===== src/rtl/alu_resp_deser.sv =====
// Deserialises the ALU's MSB-first response stream into status/result frames and
// presents each closed frame on a valid/ready output register, counting overruns.
module alu_resp_deser #(
  parameter int CNT_W = 8
) (
  input  logic             clk,
  input  logic             rst_n,
  input  logic             ser_in,
  input  logic             ser_valid,
  input  logic             resp_ready,
  output logic             resp_valid,
  output logic [7:0]       resp_status,
  output logic [15:0]      resp_data,
  output logic             resp_short,
  output logic [2:0]       err_parity,
  output logic [2:0]       err_ctl,
  output logic             err_trunc,
  output logic [CNT_W-1:0] drop_cnt,
  output logic [1:0]       dbg_state
);

  // Handshake: a response transfers on any edge where resp_valid=1 and resp_ready=1;
  // while resp_valid=1 and resp_ready=0 every resp_*/err_* output is held stable.

  typedef enum logic [1:0] {
    SYNC  = 2'd0,
    IDLE  = 2'd1,
    SHIFT = 2'd2
  } state_t;

  state_t      state, state_d;
  logic [4:0]  bit_cnt;
  // Only 29 bits are stored: the 30th bit completes the frame combinationally.
  logic [28:0] sh;
  logic [29:0] frame;
  logic        close;
  logic [9:0]  w0, w1, w2;
  logic [7:0]  n_status;
  logic [15:0] n_data;
  logic        n_short;
  logic [2:0]  n_parity;
  logic [2:0]  n_ctl;
  logic        n_trunc;

  assign dbg_state = state;

  always_ff @(posedge clk) begin
    if (!rst_n) state <= SYNC;
    else        state <= state_d;
  end

  always_comb begin
    state_d = state;
    case (state)
      SYNC:    if (!ser_valid) state_d = IDLE;
      IDLE:    if (ser_valid) state_d = SHIFT;
      SHIFT:   if (!ser_valid || bit_cnt == 5'd29) state_d = IDLE;
      default: state_d = SYNC;
    endcase
  end

  // Frame-close decode: full frame on bit 30, short/truncated on the first gap.
  always_comb begin
    frame    = {sh, ser_in};
    close    = 1'b0;
    w0       = '0;
    w1       = '0;
    w2       = '0;
    n_status = '0;
    n_data   = '0;
    n_short  = 1'b0;
    n_parity = '0;
    n_ctl    = '0;
    n_trunc  = 1'b0;
    if (state == SHIFT) begin
      if (ser_valid && bit_cnt == 5'd29) begin
        close    = 1'b1;
        w0       = frame[29:20];
        w1       = frame[19:10];
        w2       = frame[9:0];
        n_status = w0[8:1];
        n_data   = {w1[8:1], w2[8:1]};
        n_parity = {^w2, ^w1, ^w0};
        n_ctl    = {w2[9], w1[9], ~w0[9]};
      end else if (!ser_valid) begin
        close = 1'b1;
        if (bit_cnt == 5'd10) begin
          w0       = sh[9:0];
          n_status = w0[8:1];
          n_short  = 1'b1;
          n_parity = {2'b00, ^w0};
          n_ctl    = {2'b00, ~w0[9]};
        end else begin
          n_trunc = 1'b1;
        end
      end
    end
  end

  always_ff @(posedge clk) begin
    if (!rst_n) begin
      bit_cnt     <= '0;
      sh          <= '0;
      resp_valid  <= 1'b0;
      resp_status <= '0;
      resp_data   <= '0;
      resp_short  <= 1'b0;
      err_parity  <= '0;
      err_ctl     <= '0;
      err_trunc   <= 1'b0;
      drop_cnt    <= '0;
    end else begin
      case (state)
        IDLE: begin
          if (ser_valid) begin
            sh      <= {28'd0, ser_in};
            bit_cnt <= 5'd1;
          end
        end
        SHIFT: begin
          if (ser_valid) begin
            sh      <= frame[28:0];
            bit_cnt <= (bit_cnt == 5'd29) ? 5'd0 : bit_cnt + 5'd1;
          end else begin
            bit_cnt <= 5'd0;
          end
        end
        default: ;
      endcase

      if (close) begin
        if (!resp_valid || resp_ready) begin
          resp_valid  <= 1'b1;
          resp_status <= n_status;
          resp_data   <= n_data;
          resp_short  <= n_short;
          err_parity  <= n_parity;
          err_ctl     <= n_ctl;
          err_trunc   <= n_trunc;
        end else if (drop_cnt != {CNT_W{1'b1}}) begin
          drop_cnt <= drop_cnt + 1'b1;
        end
      end else if (resp_valid && resp_ready) begin
        resp_valid <= 1'b0;
      end
    end
  end

endmodule


===== config.mk =====
export PLATFORM = sky130hd
export DESIGN_NAME = alu_resp_deser
export DESIGN_NICKNAME = d
export VERILOG_FILES = /design/src/rtl/alu_resp_deser.sv
export SDC_FILE = /design/constraint.sdc
export NUM_CORES = 1
export LEC_CHECK = 0
export CORE_AREA = 2 2 85 103
export DETAILED_ROUTE_END_ITERATION = 12
export DIE_AREA = 0 0 87 105
export GPL_TIMING_DRIVEN = 0
export SYNTH_ARGS = -nofsm -noshare
export SYNTH_HDL_FRONTEND = slang
export SYNTH_SLANG_ARGS = --single-unit

===== constraint.sdc =====
create_clock -name clk -period 5.71 [get_ports clk]
set_input_delay 1.142 -clock clk [delete_from_list [all_inputs] [get_ports clk]]
set_output_delay 1.142 -clock clk [all_outputs]
set_load 0.05 [all_outputs]

# Word-level counts from Yosys, hierarchy flattened
# Index checks and enable logic that the tools add are counted.
# Widths: inputs -> output; s select.
dict set report op_classes {
  n_addsub 2
  n_eq_ne 10
  mux 39
  bitwise 3
  n_reduce_logical 19
}
# op n
set ops {}
lappend ops {{$mux 29} 2}
lappend ops {{$pmux 29 s2} 1}
lappend ops {{$reduce_xor 10->1} 4}
lappend ops {{$mux 16} 2}
lappend ops {{$mux 8} 4}
lappend ops {{$mux 1} 18}
lappend ops {{$mux 5} 3}
lappend ops {{$mux 3} 4}
lappend ops {{$pmux 5 s2} 1}
lappend ops {{$reduce_and 3->1} 3}
lappend ops {{$add 8x1->8 const B} 1}
lappend ops {{$ne 2x2->1 const B} 4}
lappend ops {{$ne 8x8->1 const B} 1}
lappend ops {{$mux 2} 3}
lappend ops {{$pmux 2 s3} 1}
lappend ops {{$reduce_and 2->1} 3}
lappend ops {{$add 5x1->5 const B} 1}
lappend ops {{$eq 5x4->1 const B} 1}
lappend ops {{$eq 5x5->1 const B} 1}
lappend ops {{$reduce_bool 2->1} 2}
lappend ops {{$not 1->1} 3}
lappend ops {{$eq 2x1->1 const B} 1}
lappend ops {{$eq 2x2->1 const B} 1}
lappend ops {{$logic_and 1x1->1} 2}
lappend ops {{4 further kinds} 6}
dict set report totals {
  register_bits 77
  inputBits 5
  output_inout_bits 43
}

# Longest topological paths before layout
dict set report logic_depth {
  word_depth 6
  depth_mapped 8
}

# Least setup slack after synthesis
# No wires, ideal clock.
dict set report synth_path {
  path_kind {input -> register}
  from {input resp_ready}
  to {register drop_cnt[5]}
  t_arrival_ns 2.393
  required_ns 5.639
  slack_ns 3.247
  cell_stages 5
  n_path_buf 0
  path_cell_list {or2b_2 -> a211oi_4 -> nand2_4 -> or4_1 -> a21oi_1}
}
dict set report synth_between {
  elab_chain_cells 3
}
# item line_no
set synth_rtl {}
lappend synth_rtl {{start: declaration} 10} ;# input logic resp_ready,
lappend synth_rtl {{$logic_or 1x1->1} 132} ;# if (!resp_valid || resp_ready) begin
lappend synth_rtl {{$not 1->1 (no source line)} n/a}
lappend synth_rtl {{$reduce_and 3->1 (no source line)} n/a}
lappend synth_rtl {{end signal: assignment} 141} ;# drop_cnt <= drop_cnt + 1'b1;
lappend synth_rtl {{end: declaration} 18} ;# output logic [CNT_W-1:0] drop_cnt,
# Every way passes these cells.
# A chain may end at the register's enable or synchronous reset.

# Worst setup path in the final report
dict set report layout_path {
  from {register drop_cnt[2]}
  to {output drop_cnt[2]}
}
# No word-level cell between the ends.

==> impl_metrics.py <==
metrics = {
    "clocking": {
        "h-tree-depth": 3,
        "cts_tree": "yes",
        "cts_setup_buffers": 0,
        "cts_hold_buffers": 0,
        "cts_buffer_depth": 2,
        "clock-sinks": 77,
        "cts-root-buf": "clkbuf_8",
        "ctsResizeCount": 0,
        "numCtsBuffers": 9,
        "clkTransAtPathRegs_ns": 0.08,
        "clk_latency_ns": 0.35,
    },
    "logic_synthesis": {
        "synthCells": 342,
        "yosysUniqueCellTypes": 41,
        "postSynthAreaPerCell_um2": 9.32,
        "ys_top_cells_by_count": "77 x dfxtp_1, 63 x nor2_1, 39 x a22oi_1",
        "synth_top_cell_by_area": "dfxtp_1",
        "yosys_warnings": 0,
        "synth_top_area_share": 0.484,
        "ys_async_sr_fraction": 0,
        "synth_edf_count": 0,
        "yosysMostFrequentCell": "dfxtp_1",
        "synth_seq_cells": 77,
        "synth_ff_type": "dfxtp_1",
        "syn_nets": 351,
        "synthTopCellsByArea": "dfxtp_1 48%, a22oi_1 9.2%, nor2_1 7.4%",
        "ys_seq_area_frac": 0.484,
        "synth_area_um2": 3190,
    },
    "detailed_routing": {
        "viasPerCell": 5.31,
        "ant_nets": 0,
        "firstDrtPassIters": 6,
        "drtIter0Drc": 157,
        "drc": 0,
        "wirelength_mm": 7.29,
        "post_drt_wl_per_cell_um": 14.6,
        "vias": 2652,
    },
    "critical_path": {
        "cpPeakStageDelay_ns": 0.84,
        "timing.critical_path.buf_inv": 1,
        "r2r_end": "resp_status[6]",
        "rr_startpoint": "bit_cnt[0]",
        "rr_worst_depth": 6,
        "slowest_stage": "clkdlybuf4s50_1",
        "r2r_slack_ns": 3.56,
        "crit_fanout": 6,
        "worst_setup_path_start_kind": "flip-flop",
        "critical_path_required_ns": 4.57,
        "cp-end-kind": "output pin",
        "crit_type": "flip-flop to output pin",
        "cp_cell_sequence": "clkdlybuf4s50_1",
        "crit_arrival_ns": 1.62,
        "cp_top_family": "buffers and inverters",
    },
    "pwr": {
        "power_density_nw_per_um2": 243,
        "power.total_mw": 0.958,
        "irDropWorstVdd_mv": 0.115,
        "p_leak_nw": 1.33,
    },
    "final_layout": {
        "fillCellCount": 782,
        "nets": 408,
        "multiInputGateArea_um2": 1550,
        "ff_latch_area_um2": 1540,
        "drive_gt1_frac": 0.0619,
        "antenna_cells": 0,
        "syn_to_final_growth_pct": 23.7,
        "fin_cells": 499,
        "fin_util": 0.489,
        "final_cell_area_um2": 3950,
    },
    "floorplan": {
        "die_w_um": 87,
        "rows": 36,
        "core_um2": 8060,
        "dieArea_um2": 9140,
        "io_pins": 48,
        "die_h_um": 105,
        "start_util": 0.395,
    },
    "global_routing": {
        "grtUsageTotal": 0.168,
        "grt_pass1_vias": 2544,
        "grt_max_degree": 14,
        "antenna_found_initial": 0,
        "grt_pass1_wl_mm": 12.2,
        "overflow": 0,
    },
    "timing": {
        "slew_headroom": 0.533,
        "rsz0062_at_grt": "false",
        "fin_ws_ns": 2.95,
        "period_share": 0.484,
        "setup_viol": 0,
        "hold_violations": 0,
        "hold_slack_ns": 0.454,
        "finalCriticalPeriod_ns": 2.76,
        "finClkSkew_ns": 0.0112,
        "fmax_mhz": 362,
        "finalSetupTns_ns": 0,
        "drv_slew": 0,
        "worst_pin_slew_ns": 0.697,
    },
    "run_status": {
        "outcome": "complete, no violations",
    },
    "placement": {
        "hpwl_mm": 5.18,
        "place_ws_ns": 2.69,
        "placed_cell_area_um2": 3770,
        "portBuffers": 46,
        "dp_cells": 483,
        "gp_congestion": 0.797,
    },
    "min_path": {
        "hold_path_class": "flip-flop to flip-flop",
        "holdCritStartpoint": "resp_data[7]",
        "min_to": "resp_data[7]",
        "holdPathStages": 2,
    },
    "flow_run": {
        "maxCapViolCount": 0,
    },
}
[logic make-up (layout without fill, tap and decap cells)]
logic type,count (synthesis),after routing,synth area share
compound gates,81,81,0.185
flops,77,77,0.484
buf+inv,25,87,0.0302
simple gates,120,120,0.180
mux,3,3,0.00942
xor+xnor,32,32,0.0965
fa+ha+maj,4,4,0.0157
[worst max-delay path by stage]
stage | start | to | slack, ns | depth (start not counted)
finish | drop_cnt[2] | drop_cnt[2] | 2.95 | 1
global route | ser_valid | resp_status[0] | 2.88 | 6
CTS | drop_cnt[2] | drop_cnt[2] | 2.94 | 1
detailed placement | resp_ready | drop_cnt[7] | 2.69 | 6
global placement | resp_ready | drop_cnt[7] | 2.71 | 6
floorplan | resp_ready | drop_cnt[5] | 3.25 | 5
[flip-flops by register name, summed over array words and instances (netlist names)]
name         flops
resp_short       1
resp_data       16
resp_status      8
sh              29
resp_valid       1
dbg_state        2
err_trunc        1
err_parity       3
bit_cnt          5
drop_cnt         8
err_ctl          3
[metal layers]
metal / vias up / GRT usage / share of wire
li1: 1335 / - / -
met1: 1256 / 0.223 / 0.47
met2: 49 / 0.261 / 0.47
met3: 12 / 0.0276 / 0.029
met4: 0 / 0.0815 / 0.022
met5: - / 0 / 0
[power breakdown]
group          switching, mW  internal (mW)  total, mW  leakage, nW
combinational         0.0285         0.0110     0.0395        0.623
clock                  0.205          0.172      0.377       0.0832
sequential           0.00267          0.539      0.541        0.621
[cell usage in the layout, fill, tap and decap left out, types with 6 or more instances in the layout]
cell / Yosys / routed
nor2_1: 63 / 63
nand3_1: 14 / 14
clkbuf_1: 15 / 17
o21ai_0: 6 / 6
dfxtp_1: 77 / 77
a222oi_1: 9 / 9
a21oi_1: 17 / 17
xor2_1: 7 / 7
clkdlybuf4s50_1: 0 / 46
clkbuf_8: 0 / 10
a22oi_1: 39 / 39
xnor2_1: 23 / 23
nand2_1: 18 / 18
[layout make-up]
cell class,count,area share
repair buffers,46,0.117
plain buffers,20,0.0197
inverters,5,0.00476
multi-input cells,240,0.393
flip-flops and latches,77,0.391
well taps,95,0.0301
clock buffers,12,0.0368
clock inverters,4,0.00825
No activity file was read; power rests on OpenSTA's default activity.
